===== src/rtl/blastn_pkg.sv =====
// Shared types for the BLASTN ungapped diagonal extension: FSM states, termination
// reasons, beat classification and default widths.
package blastn_pkg;

    localparam int unsigned SCORE_W_DEF = 10;
    localparam int unsigned LEN_W_DEF   = 8;

    typedef enum logic [1:0] {
        ST_IDLE   = 2'd0,
        ST_EXTEND = 2'd1,
        ST_DONE   = 2'd2
    } ext_state_e;

    typedef enum logic [1:0] {
        RSN_NONE  = 2'b00,
        RSN_XDROP = 2'b01,
        RSN_LAST  = 2'b10,
        RSN_LIMIT = 2'b11
    } reason_e;

    typedef enum logic [1:0] {
        BEAT_MATCH    = 2'd0,
        BEAT_MISMATCH = 2'd1,
        BEAT_GAP      = 2'd2
    } beat_e;

    // q[2] flags an ambiguous/gap query letter, which never counts as a match
    function automatic beat_e classify(input logic [2:0] q, input logic [1:0] s);
        if (q[2])
            return BEAT_GAP;
        if (q[1:0] == s)
            return BEAT_MATCH;
        return BEAT_MISMATCH;
    endfunction

endpackage


===== src/rtl/xdrop_tracker.sv =====
// Tracks the best score seen on the diagonal and its length, and flags an X-drop
// using the post-beat cur and best values.
module xdrop_tracker
    import blastn_pkg::*;
#(
    parameter int unsigned SCORE_W = SCORE_W_DEF,
    parameter int unsigned LEN_W   = LEN_W_DEF
) (
    input  logic                      clk,
    input  logic                      rst_n,
    input  logic                      i_init,
    input  logic signed [SCORE_W-1:0] i_seed,
    input  logic                      i_upd,
    input  logic signed [SCORE_W-1:0] i_cur_nxt,
    input  logic [LEN_W-1:0]          i_len_nxt,
    input  logic [5:0]                i_xdrop,
    output logic signed [SCORE_W-1:0] o_best,
    output logic [LEN_W-1:0]          o_best_len,
    output logic                      o_drop_c
);

    logic signed [SCORE_W-1:0] r_best;
    logic [LEN_W-1:0]          r_best_len;
    logic                      w_gain;
    logic signed [SCORE_W-1:0] w_best_nxt;
    logic [SCORE_W:0]          w_diff;

    // Strictly greater only, so a tie keeps the earlier (shorter) best
    always_comb begin
        w_gain     = i_cur_nxt > r_best;
        w_best_nxt = w_gain ? i_cur_nxt : r_best;
        w_diff     = {w_best_nxt[SCORE_W-1], w_best_nxt} - {i_cur_nxt[SCORE_W-1], i_cur_nxt};
        o_drop_c   = w_diff > (SCORE_W+1)'(i_xdrop);
    end

    always_ff @(posedge clk or negedge rst_n) begin
        if (!rst_n) begin
            r_best     <= '0;
            r_best_len <= '0;
        end else if (i_init) begin
            r_best     <= i_seed;
            r_best_len <= '0;
        end else if (i_upd && w_gain) begin
            r_best     <= i_cur_nxt;
            r_best_len <= i_len_nxt;
        end
    end

    assign o_best     = r_best;
    assign o_best_len = r_best_len;

endmodule


===== src/rtl/diag_extend.sv =====
// Ungapped X-drop extension along one diagonal: consumes letter pairs, keeps a
// saturating running score and reports the best score, its length and the stop cause.
module diag_extend
    import blastn_pkg::*;
#(
    parameter int unsigned SCORE_W = SCORE_W_DEF,
    parameter int unsigned LEN_W   = LEN_W_DEF
) (
    input  logic                      clk,
    input  logic                      rst_n,
    input  logic                      start,
    input  logic signed [SCORE_W-1:0] seed_score,
    input  logic [1:0]                match,
    input  logic [1:0]                mismatch,
    input  logic [1:0]                gap,
    input  logic [5:0]                xdrop,
    input  logic                      in_valid,
    output logic                      in_ready,
    input  logic [2:0]                q,
    input  logic [1:0]                s,
    input  logic                      in_last,
    output logic                      res_valid,
    input  logic                      res_ready,
    output logic signed [SCORE_W-1:0] best_score,
    output logic [LEN_W-1:0]          best_len,
    output logic [1:0]                reason
);

    localparam int unsigned SW1 = SCORE_W + 1;
    localparam logic signed [SCORE_W-1:0] SAT_MAX = {1'b0, {(SCORE_W-1){1'b1}}};
    localparam logic signed [SCORE_W-1:0] SAT_MIN = {1'b1, {(SCORE_W-1){1'b0}}};

    ext_state_e                r_state;
    logic                      r_in_ready;
    logic                      r_res_valid;
    reason_e                   r_reason;
    logic signed [SCORE_W-1:0] r_cur;
    logic [LEN_W-1:0]          r_len;

    beat_e                     w_kind;
    logic [1:0]                w_mag;
    logic [SW1-1:0]            w_delta;
    logic [SW1-1:0]            w_sum;
    logic signed [SCORE_W-1:0] w_cur_nxt;
    logic [LEN_W-1:0]          w_len_nxt;
    logic                      w_limit;
    logic                      w_beat;
    logic                      w_init;
    logic                      w_drop;

    // Score delta and saturating add; the extra bit makes overflow visible
    always_comb begin
        w_kind = classify(q, s);
        case (w_kind)
            BEAT_MATCH:    w_mag = match;
            BEAT_MISMATCH: w_mag = mismatch;
            default:       w_mag = gap;
        endcase
        w_delta = {{(SCORE_W-1){1'b0}}, w_mag};
        if (w_kind != BEAT_MATCH)
            w_delta = -w_delta;
        w_sum = {r_cur[SCORE_W-1], r_cur} + w_delta;
        if (w_sum[SCORE_W] != w_sum[SCORE_W-1])
            w_cur_nxt = w_sum[SCORE_W] ? SAT_MIN : SAT_MAX;
        else
            w_cur_nxt = w_sum[SCORE_W-1:0];
        w_len_nxt = r_len + LEN_W'(1);
        w_limit   = &w_len_nxt;
        w_beat    = r_in_ready & in_valid;
        w_init    = (r_state == ST_IDLE) & start;
    end

    xdrop_tracker #(
        .SCORE_W (SCORE_W),
        .LEN_W   (LEN_W)
    ) u_tracker (
        .clk        (clk),
        .rst_n      (rst_n),
        .i_init     (w_init),
        .i_seed     (seed_score),
        .i_upd      (w_beat),
        .i_cur_nxt  (w_cur_nxt),
        .i_len_nxt  (w_len_nxt),
        .i_xdrop    (xdrop),
        .o_best     (best_score),
        .o_best_len (best_len),
        .o_drop_c   (w_drop)
    );

    always_ff @(posedge clk or negedge rst_n) begin
        if (!rst_n) begin
            r_state     <= ST_IDLE;
            r_in_ready  <= 1'b0;
            r_res_valid <= 1'b0;
            r_reason    <= RSN_NONE;
            r_cur       <= '0;
            r_len       <= '0;
        end else begin
            case (r_state)
                ST_IDLE: begin
                    if (start) begin
                        r_state    <= ST_EXTEND;
                        r_in_ready <= 1'b1;
                        r_reason   <= RSN_NONE;
                        r_cur      <= seed_score;
                        r_len      <= '0;
                    end
                end
                ST_EXTEND: begin
                    if (w_beat) begin
                        r_cur <= w_cur_nxt;
                        r_len <= w_len_nxt;
                        if (w_drop || in_last || w_limit) begin
                            r_state     <= ST_DONE;
                            r_in_ready  <= 1'b0;
                            r_res_valid <= 1'b1;
                            if (w_drop)
                                r_reason <= RSN_XDROP;
                            else if (in_last)
                                r_reason <= RSN_LAST;
                            else
                                r_reason <= RSN_LIMIT;
                        end
                    end
                end
                ST_DONE: begin
                    if (res_ready) begin
                        r_state     <= ST_IDLE;
                        r_res_valid <= 1'b0;
                    end
                end
                default: begin
                    r_state     <= ST_IDLE;
                    r_in_ready  <= 1'b0;
                    r_res_valid <= 1'b0;
                end
            endcase
        end
    end

    assign in_ready  = r_in_ready;
    assign res_valid = r_res_valid;
    assign reason    = r_reason;

endmodule

===== config.mk =====
export PLATFORM = sky130hd
export DESIGN_NAME = diag_extend
export DESIGN_NICKNAME = d
export VERILOG_FILES = /design/src/rtl/blastn_pkg.sv /design/src/rtl/xdrop_tracker.sv /design/src/rtl/diag_extend.sv
export SDC_FILE = /design/constraint.sdc
export NUM_CORES = 1
export LEC_CHECK = 0
export CORE_ASPECT_RATIO = 0.75
export CORE_MARGIN = 8
export CORE_UTILIZATION = 45
export CTS_CLUSTER_SIZE = 20
export DETAILED_ROUTE_END_ITERATION = 12
export GPL_ROUTABILITY_DRIVEN = 0
export PLACE_DENSITY_LB_ADDON = 0.15
export SLEW_MARGIN = 20
export SYNTH_ARGS = -nofsm -noshare
export SYNTH_HDL_FRONTEND = slang
export SYNTH_SLANG_ARGS = --single-unit

===== constraint.sdc =====
create_clock -name clk -period 15.8 [get_ports clk]
set_clock_uncertainty 0.15 [all_clocks]
set_input_delay 3.95 -clock clk [delete_from_list [all_inputs] [get_ports clk]]
set_output_delay 3.95 -clock clk [all_outputs]
set_load 0.05 [all_outputs]

==> results <==
- The flow ran to the end, and the final reports show no timing, DRC or antenna violations.
- Compared with the post-synthesis result, the final layout area differs by 19.7%.
- The cell type of the slowest stage on the worst timing path is sky130_fd_sc_hd__o31ai_4.
- 0 antenna diodes ended up in the layout.
- The pin count of the biggest net entering global routing is 43.
- The worst path uses 76.5% of the clock period.
- In this run the count of I/O pins placed on the die edge is 55.
- For the finished layout, the period the worst path requires is 12080 ps.
- Based on the critical path, the design can be clocked at up to 82.8 MHz.
- The number of distinct library cell variants in the gate-level netlist after synthesis is 73.
- On the worst path, the slowest cell contributes a delay of 670 ps.
- The floorplan step defined a die boundary enclosing 11600 um^2.
- For this run the aggregate overflow at the end of global routing stands at 0.
- The number of nets produced by synthesis is 520.
- The instance area at placement is 4400 um^2.
- The all-layer global routing usage is 18.2%.
- After clock tree synthesis, the clock-pin slew on the worst setup and hold paths is 80 ps.
- Once the floorplan was initialized, standard cells occupied 45.4% of the core.
- Setup violations remaining at the end of the flow were counted as 0.
- The via count of the first global-routing pass is 3344.
- The region available for standard cell placement spans 8270 um^2.
- The count of hold-fix buffers inserted at cts is 0.
- The post-CTS resize count is 0.
- The share of synthesized registers carrying an async set or reset is 100%.
- The number of antenna violations at the first check in global routing is 0.
- Yosys printed 0 warnings.
- At the pin with the least slew margin, the transition time is 793 ps.
- The number of input and output port buffers inserted is 54.
- The post-synthesis sequential element count is 42.
- Post-CTS timing repair inserted 0 buffers for setup.
- The post-synthesis instance area is 3760 um^2.
- After the first detailed-routing iteration, the DRC count stood at 195.
- The number of hold violations in the final report is 0.
- The final layout net count is 571.
- The pre-antenna-repair detailed-routing pass consisted of 4 iterations.
- Wires add up to 10400 um.
- The tree built by TritonCTS fans out to 42 sinks.
- The count of H-tree levels built during CTS is 2.
- The flip-flop cell with the highest count after synthesis is sky130_fd_sc_hd__dfrtp_1.
- Yosys attributes the largest share of cell area to sky130_fd_sc_hd__dfrtp_1 28%, sky130_fd_sc_hd__ha_1 13%, sky130_fd_sc_hd__a21oi_1 4.8%.
- Max-cap violations in this run came to 0.
- The capture instance of the worst register-to-register path is in_ready.
- The die is 122 um wide.
- Clock tree synthesis inserted a total of 5 buffers.
- The row count is 29.
- Once layout is done, the placed cells without fillers occupy 4500 um^2.
- The count of antenna-violating nets left after detailed routing is 0.
- Counting along the longest clock path gives a buffer depth of 2.
- The worst hold path depth is 2.
- The path type of the worst min-delay path is flop to flop.
- The most numerous cell in the Yosys netlist is sky130_fd_sc_hd__nand2_1.
- For this run, design rule violations remaining after detail routing come to 0.
- Setup repair after global routing left no endpoint under its margin.
- The number of flops mapped to enable cells by yosys is 0.
- Ranked by instance count, the synthesized netlist is headed by 46 x sky130_fd_sc_hd__nand2_1, 42 x sky130_fd_sc_hd__dfrtp_1, 40 x sky130_fd_sc_hd__nor2_1.
- The synthesized instance count is 446.
- The maximum net fanout on the critical path is 19.
- The kind of capture point of the worst setup path is a flop.
- The count of cells along the worst register-to-register path is 27.
- The critical path class is primary input to flop.
- The launch point of the worst reg-to-reg path is r_cur[0].
- The die is 95.2 um tall.
- TritonCTS built the clock tree.
- The per-cell via count in the routed design is 5.77.
- The critical path data arrival time is 12140 ps.
- The required time of the critical path is 15860 ps.
- Summing the sequential cell areas from Yosys gives 28.0% of the chip area.
- The hold-critical path endpoint is res_valid.
- By instance count, the cell type seen most on the critical path is sky130_fd_sc_hd__ha_1.
- The wire length per cell after detailed routing is 17.1 um.
- The worst hold slack is 347 ps.
- The kind of launch point of the worst setup path is a primary input.
- The worst pin sits at a relative slew slack of 46.9%.
- The worst hold path startpoint is res_valid.
- The clock network latency to the later pin of the worst-skew pair is 300 ps.
- Across all register-to-register paths, the minimum setup slack is 8740 ps.
- The count of fill cells added during filler insertion is 784.
- The synthesized area divided by synthesized cell count is 8.43 um^2.
- The number of max-slew violations in the final report is 0.
- The global-route wire length before repair is 17200 um.
- The root buffer cell chosen for the clock tree is sky130_fd_sc_hd__clkbuf_8.
- The area share of the leading cell type in the synthesized netlist is 28.0%.
- Detailed placement ended at an HPWL of 8120 um.
- The cell type with the highest aggregate area in the netlist is sky130_fd_sc_hd__dfrtp_1.
- Of the cells placed in the final design, the portion with a size suffix greater than 1 is 7.03%.
- The via total after detailed routing is 3494.
- The final-layout setup total negative slack is 0 ps.
-- kinds of logic (layout without fill, tap and decap cells) --
family / after synthesis / after routing / synth area share, %
simple gates: 138 / 138 / 17.3
fa+ha+maj: 44 / 44 / 14.9
xor+xnor: 18 / 18 / 4.19
buf+inv: 50 / 102 / 5.09
mux: 9 / 9 / 2.46
flops: 42 / 42 / 28.0
compound gates: 145 / 145 / 28.1
-- critical path: cells and delay by family --
family                     cells  cell delay, ps
AOI/OAI and AO/OA             14            3850
adders and majority gates      6            1740
and+or+nand+nor                6            1140
buffers and inverters          4             680
muxes                          2             400
xor gates and xnor gates       2             340
-- area by class of cell --
type | instances | area (um^2) | share of cell area (%)
clock buffers | 6 | 82.6 | 1.84
clock inverters | 2 | 12.5 | 0.278
inverters | 38 | 143 | 3.17
multi-input cells | 354 | 2520 | 56.1
flip-flops and latches | 42 | 1050 | 23.4
well taps | 108 | 135 | 3.00
repair buffers | 56 | 553 | 12.3
-- layer usage --
layer  GRT usage (%)  share of wire (%)  wire length [um]
met1            26.7                 51              5260
met2            28.1                 43              4440
met3            2.84                5.7               595
met4            2.97               0.61                63
met5               0                  0                 0
-- how the worst max path moves through the flow --
stage	start	to	slack, ps
after detailed placement	q[1]	in_ready	3420
after global routing	s[0]	in_ready	2940
after floorplan	s[1]	in_ready	4870
after global placement	s[1]	in_ready	3660
after CTS	q[1]	in_ready	3710
final	q[1]	in_ready	3720
-- placed cells by master, fill, tap and decap left out, drive strengths merged, types with 8 or more instances in the layout --
master,instances
nor2,41
clkdlybuf4s50,53
o21ai,31
a21oi,39
nand2,47
dfrtp,42
xor2,9
a211oi,9
inv,38
xnor2,9
ha,39
a31oi,8
nand3,10
-- flip-flops by register name, summed over array words and instances (netlist names) --
register              cells
r_state                   2
in_ready                  1
res_valid                 1
r_cur                    10
reason                    2
u_tracker.o_best_len      8
u_tracker.o_best         10
r_len                     8
-- metrics by stage --
step                      setup slack (ps)  std cells  util [%]
after floorplan                       4870        446         -
after global placement                3660        598      53.2
after CTS                             3710        606      54.3
after global routing                  2940        606      54.4
final                                 3720        606      54.4
after detailed placement              3420        598      53.2
Power is left out: the tool's default activity adds up to more than one toggle a clock period on the data nets, which glitch-free logic cannot reach.
